**src/rtl/ibex_rvfi_trace_buffer.sv**
```systemverilog
// Trace capture buffer for the RVFI retirement stream.
// The buffer runs in one of two modes:
//   STREAM - a plain FIFO. Records that arrive while it is full are dropped
//            and counted.
//   FLIGHT - a circular flight recorder. It overwrites the oldest record until
//            a trigger fires, then keeps a programmed number of post-trigger
//            records and freezes in DONE.
// Ports:
//   clk_i, rst_i            clock, asynchronous active-high reset
//   rvfi_*_i                retirement record (valid strobe plus fields)
//   arm_i                   clear the buffer and latch mode_i, trig_sel_i,
//                           trig_pc_i and post_cnt_i
//   rd_valid_o, rd_ready_i  readout handshake, head record first
//   rd_*_o                  head record fields, 0 when rd_valid_o is low
//   count_o                 occupancy
//   state_o                 0 IDLE, 1 ARMED, 2 POST, 3 DONE
//   dropped_o               saturating count of records lost in STREAM mode
module ibex_rvfi_trace_buffer #(
  parameter int unsigned Depth      = 16,
  parameter int unsigned TsWidth    = 16,
  parameter bit          CaptureMem = 1'b1
) (
  input  logic                     clk_i,
  input  logic                     rst_i,
  input  logic                     rvfi_valid_i,
  input  logic [31:0]              rvfi_insn_i,
  input  logic [31:0]              rvfi_pc_rdata_i,
  input  logic                     rvfi_trap_i,
  input  logic [4:0]               rvfi_rd_addr_i,
  input  logic [31:0]              rvfi_rd_wdata_i,
  input  logic [31:0]              rvfi_mem_addr_i,
  input  logic [3:0]               rvfi_mem_rmask_i,
  input  logic [3:0]               rvfi_mem_wmask_i,
  input  logic                     arm_i,
  input  logic                     mode_i,
  input  logic [1:0]               trig_sel_i,
  input  logic [31:0]              trig_pc_i,
  input  logic [$clog2(Depth)-1:0] post_cnt_i,
  output logic                     rd_valid_o,
  input  logic                     rd_ready_i,
  output logic [31:0]              rd_pc_o,
  output logic [31:0]              rd_insn_o,
  output logic [31:0]              rd_rd_wdata_o,
  output logic [31:0]              rd_mem_addr_o,
  output logic [4:0]               rd_rd_addr_o,
  output logic                     rd_trap_o,
  output logic [7:0]               rd_mem_mask_o,
  output logic [TsWidth-1:0]       rd_ts_o,
  output logic [$clog2(Depth):0]   count_o,
  output logic [1:0]               state_o,
  output logic [15:0]              dropped_o
);

  localparam int unsigned AW = $clog2(Depth);
  localparam int unsigned CW = AW + 1;

  typedef enum logic [1:0] {
    StIdle  = 2'd0,
    StArmed = 2'd1,
    StPost  = 2'd2,
    StDone  = 2'd3
  } state_e;

  state_e              state_q, state_d;
  logic                mode_q, mode_d;
  logic [1:0]          sel_q, sel_d;
  logic [31:0]         trig_pc_q, trig_pc_d;
  logic [AW-1:0]       post_q, post_d;
  logic [AW-1:0]       rem_q, rem_d;
  logic [AW-1:0]       wr_ptr_q, wr_ptr_d;
  logic [AW-1:0]       rd_ptr_q, rd_ptr_d;
  logic [CW-1:0]       count_q, count_d;
  logic [TsWidth-1:0]  ts_q, ts_d;
  logic [15:0]         dropped_q, dropped_d;

  logic capture, full, rd_valid, push, pop, drop, trig_hit;

  assign capture  = rvfi_valid_i && (state_q == StArmed || state_q == StPost);
  assign full     = (count_q == CW'(Depth));
  // A flight recording only becomes readable once it is frozen.
  assign rd_valid = (count_q != '0) && (!mode_q || state_q == StDone);

  // Next-state, pointer and counter logic; arm_i overrides everything else.
  always_comb begin
    state_d   = state_q;
    mode_d    = mode_q;
    sel_d     = sel_q;
    trig_pc_d = trig_pc_q;
    post_d    = post_q;
    rem_d     = rem_q;
    wr_ptr_d  = wr_ptr_q;
    rd_ptr_d  = rd_ptr_q;
    count_d   = count_q;
    ts_d      = ts_q + TsWidth'(1);
    dropped_d = dropped_q;
    push      = 1'b0;
    pop       = 1'b0;
    drop      = 1'b0;
    trig_hit  = (sel_q == 2'b00) ||
                (sel_q[0] && rvfi_pc_rdata_i == trig_pc_q) ||
                (sel_q[1] && rvfi_trap_i);

    if (arm_i) begin
      state_d   = StArmed;
      mode_d    = mode_i;
      sel_d     = trig_sel_i;
      trig_pc_d = trig_pc_i;
      post_d    = post_cnt_i;
      rem_d     = '0;
      wr_ptr_d  = '0;
      rd_ptr_d  = '0;
      count_d   = '0;
      ts_d      = '0;
      dropped_d = '0;
    end else begin
      pop = rd_valid && rd_ready_i;
      if (!mode_q) begin
        // A full FIFO still takes a record when the head leaves this cycle.
        push = capture && (!full || pop);
        drop = capture && !push;
      end else begin
        push = capture;
      end

      if (mode_q && capture) begin
        if (state_q == StArmed && trig_hit) begin
          if (post_q == '0) begin
            state_d = StDone;
          end else begin
            state_d = StPost;
            rem_d   = post_q;
          end
        end else if (state_q == StPost) begin
          rem_d = rem_q - AW'(1);
          if (rem_q == AW'(1)) begin
            state_d = StDone;
          end
        end
      end

      if (push) begin
        wr_ptr_d = wr_ptr_q + AW'(1);
      end
      // A push into a full buffer (pop or overwrite) retires the oldest entry.
      if (pop || (push && full)) begin
        rd_ptr_d = rd_ptr_q + AW'(1);
      end
      if (push && !pop && !full) begin
        count_d = count_q + CW'(1);
      end else if (pop && !push) begin
        count_d = count_q - CW'(1);
      end

      if (drop && dropped_q != 16'hFFFF) begin
        dropped_d = dropped_q + 16'd1;
      end
    end
  end

  // Control state registers.
  always_ff @(posedge clk_i or posedge rst_i) begin
    if (rst_i) begin
      state_q   <= StIdle;
      mode_q    <= 1'b0;
      sel_q     <= 2'b00;
      trig_pc_q <= '0;
      post_q    <= '0;
      rem_q     <= '0;
      wr_ptr_q  <= '0;
      rd_ptr_q  <= '0;
      count_q   <= '0;
      ts_q      <= '0;
      dropped_q <= '0;
    end else begin
      state_q   <= state_d;
      mode_q    <= mode_d;
      sel_q     <= sel_d;
      trig_pc_q <= trig_pc_d;
      post_q    <= post_d;
      rem_q     <= rem_d;
      wr_ptr_q  <= wr_ptr_d;
      rd_ptr_q  <= rd_ptr_d;
      count_q   <= count_d;
      ts_q      <= ts_d;
      dropped_q <= dropped_d;
    end
  end

  // Record storage. No reset here: head fields are gated by rd_valid instead.
  logic [31:0]        pc_mem    [Depth];
  logic [31:0]        insn_mem  [Depth];
  logic [31:0]        wdata_mem [Depth];
  logic [4:0]         rd_mem    [Depth];
  logic               trap_mem  [Depth];
  logic [TsWidth-1:0] ts_mem    [Depth];

  always_ff @(posedge clk_i) begin
    if (push) begin
      pc_mem[wr_ptr_q]    <= rvfi_pc_rdata_i;
      insn_mem[wr_ptr_q]  <= rvfi_insn_i;
      wdata_mem[wr_ptr_q] <= rvfi_rd_wdata_i;
      rd_mem[wr_ptr_q]    <= rvfi_rd_addr_i;
      trap_mem[wr_ptr_q]  <= rvfi_trap_i;
      ts_mem[wr_ptr_q]    <= ts_q;
    end
  end

  if (CaptureMem) begin : g_mem
    logic [31:0] maddr_mem [Depth];
    logic [7:0]  mask_mem  [Depth];

    always_ff @(posedge clk_i) begin
      if (push) begin
        maddr_mem[wr_ptr_q] <= rvfi_mem_addr_i;
        mask_mem[wr_ptr_q]  <= {rvfi_mem_wmask_i, rvfi_mem_rmask_i};
      end
    end

    assign rd_mem_addr_o = rd_valid ? maddr_mem[rd_ptr_q] : '0;
    assign rd_mem_mask_o = rd_valid ? mask_mem[rd_ptr_q]  : '0;
  end else begin : g_no_mem
    logic unused_mem;
    assign unused_mem    = ^{rvfi_mem_addr_i, rvfi_mem_rmask_i, rvfi_mem_wmask_i};
    assign rd_mem_addr_o = '0;
    assign rd_mem_mask_o = '0;
  end

  assign rd_valid_o    = rd_valid;
  assign rd_pc_o       = rd_valid ? pc_mem[rd_ptr_q]    : '0;
  assign rd_insn_o     = rd_valid ? insn_mem[rd_ptr_q]  : '0;
  assign rd_rd_wdata_o = rd_valid ? wdata_mem[rd_ptr_q] : '0;
  assign rd_rd_addr_o  = rd_valid ? rd_mem[rd_ptr_q]    : '0;
  assign rd_trap_o     = rd_valid ? trap_mem[rd_ptr_q]  : 1'b0;
  assign rd_ts_o       = rd_valid ? ts_mem[rd_ptr_q]    : '0;
  assign count_o       = count_q;
  assign state_o       = state_q;
  assign dropped_o     = dropped_q;

endmodule

```
**config.mk**
```make
export PLATFORM = sky130hd
export DESIGN_NAME = ibex_rvfi_trace_buffer
export DESIGN_NICKNAME = d
export VERILOG_FILES = /design/src/rtl/ibex_rvfi_trace_buffer.sv
export SDC_FILE = /design/constraint.sdc
export NUM_CORES = 2
export LEC_CHECK = 0
export BUFFER_PORTS_ARGS = -buffer_cell sky130_fd_sc_hd__buf_4
export CAP_MARGIN = 20
export CORE_MARGIN = 2
export CORE_UTILIZATION = 60
export DETAILED_ROUTE_END_ITERATION = 10
export PLACE_DENSITY = 0.78
export REMOVE_ABC_BUFFERS = 1
export SLEW_MARGIN = 20
export SYNTH_ARGS = -nofsm -noshare
export SYNTH_HDL_FRONTEND = slang
export SYNTH_SLANG_ARGS = --single-unit
export TNS_END_PERCENT = 100
```
**constraint.sdc**
```tcl
create_clock -name clk_i -period 17.85 [get_ports clk_i]
set_input_delay 1.785 -clock clk_i [delete_from_list [all_inputs] [get_ports clk_i]]
set_output_delay 1.785 -clock clk_i [all_outputs]
set_load 0.05 [all_outputs]
```
== Yosys cells after proc, flatten, opt, wreduce, memory -nomap -nowiden ==
Memory sizes are Yosys's and may differ from the RTL's.
Cells that the tools add are included.
Word-level totals
  register bits after elaboration: 90
  bits in latches: 0
  memory bits (writable): 2528
  bits in read-only memories: 0
  input port bits: 186
  output and inout bits: 182
  word-level logic and storage cells: 107
  memories kept: 8
Cells by class
  add/sub/neg operators: 7
  multipliers: 0
  div/mod/pow operators: 0
  magnitude comparators: 0
  equality and inequality tests: 8
  shift operators: 0
  mux-type cells: 36
  bitwise gates (word level): 0
  reductions and logical operators: 37
Memory list
  g_mem.maddr_mem: words 16, bits a word 32, read ports 1, clocked after memory_dff 0, wr ports 1, line 209  | logic [31:0] maddr_mem [Depth];
  insn_mem: words 16, bits a word 32, read ports 1, clocked after memory_dff 0, wr ports 1, line 191  | logic [31:0] insn_mem [Depth];
  pc_mem: words 16, bits a word 32, read ports 1, clocked after memory_dff 0, wr ports 1, line 190  | logic [31:0] pc_mem [Depth];
  wdata_mem: words 16, bits a word 32, read ports 1, clocked after memory_dff 0, wr ports 1, line 192  | logic [31:0] wdata_mem [Depth];
  ts_mem: words 16, bits a word 16, read ports 1, clocked after memory_dff 0, wr ports 1, line 195  | logic [TsWidth-1:0] ts_mem [Depth];
  g_mem.mask_mem: words 16, bits a word 8, read ports 1, clocked after memory_dff 0, wr ports 1, line 210  | logic [7:0] mask_mem [Depth];
  2 more memories
Operators with widths (count)
  32-bit two-way mux: 4
  16-bit two-way mux: 4
  4-bit two-way mux: 9
  16-bit by 1-bit adder with 16-bit output, second input constant: 2
  32-bit equality test: 1
  5-bit two-way mux: 4
  16-bit != test, second input constant: 1
  1-bit logical AND: 14
  2-bit two-way mux: 5
  1-bit two-way mux: 9
  3-bit nonzero test: 3
  4-bit by 1-bit adder with 4-bit output, second input constant: 2
  8-bit two-way mux: 1
  2-bit nonzero test: 4
  1-bit logical OR: 6
  3-bit AND reduction: 2
  5-bit by 1-bit adder with 5-bit output, second input constant: 1
  5-bit equality test, second input constant: 1
  1-bit zero test: 5
  5-bit nonzero test: 1
  5-bit by 1-bit subtractor with 5-bit output, second input constant: 1
  2-bit equality test, second input constant: 2
  4-bit by 1-bit equality test with 1-bit output, second input constant: 1
  4-bit zero test: 1
  other kinds (4): 4

== Longest topological paths before layout ==
  word-level depth: 13
  depth in mapped cells: 11
  gate-level depth less buffers: 11

== Worst setup path before layout ==
No wires, ideal clock.
  path type: input port to flip-flop
  from: input rvfi_valid_i
  to: memory g_mem.maddr_mem[3][0] (enable)
  arrival: 13.103 ns
  data required time: 16.980 ns
  setup slack: 3.878 ns
  stages on the path: 5
  buffers on the path: 0
  path through: nand2b_1 nor2_1 and2_1 nand2_1 nor3_1
On the way
  longest elaborated chain between the ends: 7
Ends and longest elaborated chain
  start, declared: line 25  | input logic rvfi_valid_i,
  1-bit logical AND (*): line 78  | assign capture = rvfi_valid_i && (state_q == StArmed || state_q == StPost);
  1-bit logical AND: line 119  | push = capture && (!full || pop);
  1-bit two-way mux (*): line 117  | if (!mode_q) begin
  1-bit two-way mux (*) (2 in series): line 103  | if (arm_i) begin
  1-bit two-way mux (*): line 213  | if (push) begin
  1-bit two-way mux (not written as such) (*): line 214  | maddr_mem[wr_ptr_q] <= rvfi_mem_addr_i;
  end, declared: line 209
Mark *: on every way between the ends. The rest lies on a longest branch, timed or not. The select of a mux whose other input is x is not followed.

== Worst setup path in the final report ==
  from: register rd_ptr_q[1]
  to: output rd_mem_addr_o[21]
On the way
  longest elaborated chain between the ends: 2
Ends and longest elaborated chain
  start, declared: line 71  | logic [AW-1:0] rd_ptr_q, rd_ptr_d;
  start signal, assigned: line 182  | rd_ptr_q <= rd_ptr_d;
  memory 16 x 32 bit
  32-bit two-way mux: line 219  | assign rd_mem_addr_o = rd_valid ? maddr_mem[rd_ptr_q] : '0;
  end, declared: line 44  | output logic [31:0] rd_mem_addr_o,
No other way between the ends.

==> flow_metrics.tcl <==
set metrics [dict create \
    postCtsHoldBufs 0 \
    skew_ns 0.0702 \
    first_pass_iters 5 \
    wl_um 242000 \
    dr_wl_met3_um 23900 \
    placed_area_um2 106000 \
    netlist_top_cells_count "edfxtp_1 (2528), mux4_2 (790), and2_1 (161), clkbuf_1 (142), dfrtp_1 (90)" \
    end_kind "output port" \
    synth-seq-cells 2618 \
    cp_cell_sequence "buf_12 > buf_4 > buf_4 > mux4_2 > mux4_2 > and2_1 > buf_4" \
    grtUsageTotal_pct 28.7 \
    die_x_um 413 \
    period_needed_ns 7.47 \
    synth_flop_cell "edfxtp_1" \
    min_period_over_period_pct 41.9 \
    highest_layer "met5" \
    yosys_warnings 0 \
    cts_resized 0 \
    initial_core_util_pct 60.6 \
    whs_ns 0.532 \
    synth.most_common_cell "edfxtp_1" \
    cts_tree "yes" \
    rsz0062_at_grt "false" \
    fin_setup_tns_ns 0 \
    maxSlewHeadroom_pct 24.0 \
    whs_endpoint "trig_pc_q[18]" \
    numPortBuffers 367 \
    clk_pin_slew_worst_paths_ns 0.06 \
    slew_violations 0 \
    p_per_area_nw_per_um2 132 \
    setup_viol 0 \
    yosysSeqAreaShare_pct 78.0 \
    gp_congestion 0.746 \
    area_growth_pct 13.8 \
    htreeDepth 4 \
    core_um2 165000 \
    grt_max_degree 161 \
    viasPerCell 6.72 \
    ios 368 \
    yosys-top-cells-area "edfxtp_1 (76%), mux4_2 (18%), dfrtp_1 (2.2%)" \
    outcome "completed" \
    critical_path_class "flip-flop to output port" \
    num_vias 47100 \
    cp.required_ns 16.06 \
    hp-start "trig_pc_q[18]" \
    die_y_um 413 \
    wl_per_cell_um 34.6 \
    wl_met2_um 123000 \
    cp.arrival_ns 5.69 \
    antenna_found_initial 45 \
    r2r_cells 9 \
    synth_area_per_cell_um2 24.4 \
    gr-total-overflow 0 \
    final_nets 4782 \
    maxCapViolCount 0 \
    clockBufferDepth 3 \
    start_kind "flip-flop" \
    drt-initial-drc-count 6375 \
    antenna_left 0 \
    cts.sinks 2618 \
    die_area_um2 170000 \
    path_max_fanout 160 \
    p_leak_uw 0.0356 \
    met1Wirelength_um 88300 \
    synth_cell_types 49 \
    yosysTopAreaCellShare_pct 75.8 \
    cts_buffers 240 \
    drc 0 \
    design_area_um2 114000 \
    syn_area_um2 100000 \
    worstSkewPairLatency_ns 0.89 \
    rows 149 \
    hpwl_um 110000 \
    cts_setup_buffers 0 \
    timing.fmax_mhz 134 \
    critPathSlowestCell "buf_4" \
    fillers 9401 \
    multi_input_area_um2 21200 \
    drive_above_1_share_pct 34.6 \
    fin_util_pct 68.9 \
    worstHoldPathType "flip-flop to flip-flop" \
    rr_endpoint "g_mem.maddr_mem[7][14]" \
    slowest_delay_ns 0.90 \
    grt_pass1_vias 49100 \
    r2r_slack_ns 12.98 \
    synthArstFlopShare_pct 3.44 \
    ir_worst_vdd_mv 0.108 \
    reg2reg_from "state_o[0]" \
    yosysTopAreaCell "edfxtp_1" \
    cts-root-buf "clkbuf_16" \
    syn_inst 4109 \
    path_common_cell "buf_4" \
    synth_edf_count 2528 \
    grt_pass1_wl_um 345000 \
    hold_viol 0 \
    worstMarginPinSlew_ns 1.14 \
    whs_path_depth 1 \
    register_area_um2 78200 \
]
-- registers in the layout (all words and copies together), names as in the netlist, 2 cells and up --
signal / flops
rd_mem: 80
ts_q: 16
insn_mem: 512
g_mem.mask_mem: 128
wdata_mem: 512
pc_mem: 512
g_mem.maddr_mem: 512
ts_mem: 256
state_o: 2
trig_pc_q: 32
sel_q: 2
trap_mem: 16
rem_q: 4
count_o: 5
wr_ptr_q: 4
rd_ptr_q: 4
post_q: 4
dropped_o: 16
-- how the worst max path moves through the flow --
stage | endpoint | from | slack [ns]
2_1_floorplan | rd_insn_o[0] | rd_ptr_q[0] | -9.65
3_3_place_gp | rd_pc_o[31] | rd_ptr_q[1] | 11.44
3_5_place_dp | rd_pc_o[31] | rd_ptr_q[1] | 11.40
4_1_cts | rd_insn_o[26] | rd_ptr_q[1] | 10.42
5_1_grt | rd_mem_addr_o[21] | rd_ptr_q[1] | 10.28
6_report | rd_mem_addr_o[21] | rd_ptr_q[1] | 10.38
-- layout by cell type, fill, tap and decap left out, types with 4 or more instances in the layout --
cell,netlist,routed
and2_1,161,161
clkinv_4,0,5
nor3_1,8,4
nand4_1,17,17
dfrtp_1,90,86
xor2_1,51,51
o21ai_0,8,8
mux2i_1,4,4
nor3_2,0,4
nor4_1,6,5
diode_2,0,22
bufinv_16,0,36
clkbuf_1,142,40
clkbuf_16,0,242
inv_6,0,7
nor2b_1,4,4
nand3_1,13,13
buf_12,0,17
clkbuf_8,0,8
a21oi_1,12,12
inv_1,12,11
clkinv_1,0,51
or3_1,7,7
nor2_1,57,45
mux4_2,790,790
clkinvlp_4,0,13
buf_4,1,420
xnor2_1,15,15
nor2_4,0,12
nand2_1,23,23
dfrtp_4,0,4
mux2_2,39,39
and3_1,9,9
edfxtp_1,2528,2528
ha_1,16,16
clkinv_2,0,42
-- where the power goes --
part	switching, µW	total, µW	internal (µW)
clock network	2270	5310	3050
logic	1600	2870	1270
registers	65.1	6880	6820
total	3930	15100	11100
-- logic make-up (layout without fill, tap and decap cells) --
logic type | count (synthesis) | in the layout | share of synthesized area (%)
AOI/OAI and AO/OA | 39 | 39 | 0.274
xor gates and xnor gates | 66 | 66 | 0.577
adders and majority gates | 17 | 17 | 0.220
buffers and inverters | 222 | 903 | 0.882
DFF | 2618 | 2618 | 78.0
muxes | 833 | 833 | 18.2
other | 0 | 22 | 0
and+or+nand+nor | 314 | 314 | 1.76
-- metrics by stage --
stage	total power, µW	cells	setup slack, ns
final	15100	7001	10.38
after global routing	15500	6997	10.28
after CTS	15100	6978	10.42
after detailed placement	9870	6525	11.40
after global placement	9830	6525	11.44
after floorplan	10700	3899	-9.65
-- layer usage --
metal | vias to the layer above | GRT usage [%]
li1 | 18500 | -
met1 | 25300 | 39.0
met2 | 2828 | 46.8
met3 | 428 | 6.82
met4 | 28 | 9.41
met5 | - | 0
-- final cells by class --
| class | instances | area share (%) |
|---|---|---|
| clock inverters | 163 | 1.65 |
| inverters | 12 | 0.0417 |
| flip-flops and latches | 2618 | 68.6 |
| repair buffers | 438 | 3.08 |
| multi-input cells | 1269 | 18.6 |
| well taps | 2189 | 2.40 |
| diodes | 22 | 0.0483 |
| clock buffers | 290 | 5.54 |
-- critical path: cells and delay by family (launching register included) --
family	cells	cell delay, ns
buffers and inverters	4	2.53
DFF	1	0.73
muxes	2	0.95
and+or+nand+nor	1	0.23
No activity file was read; power rests on OpenSTA's default activity.
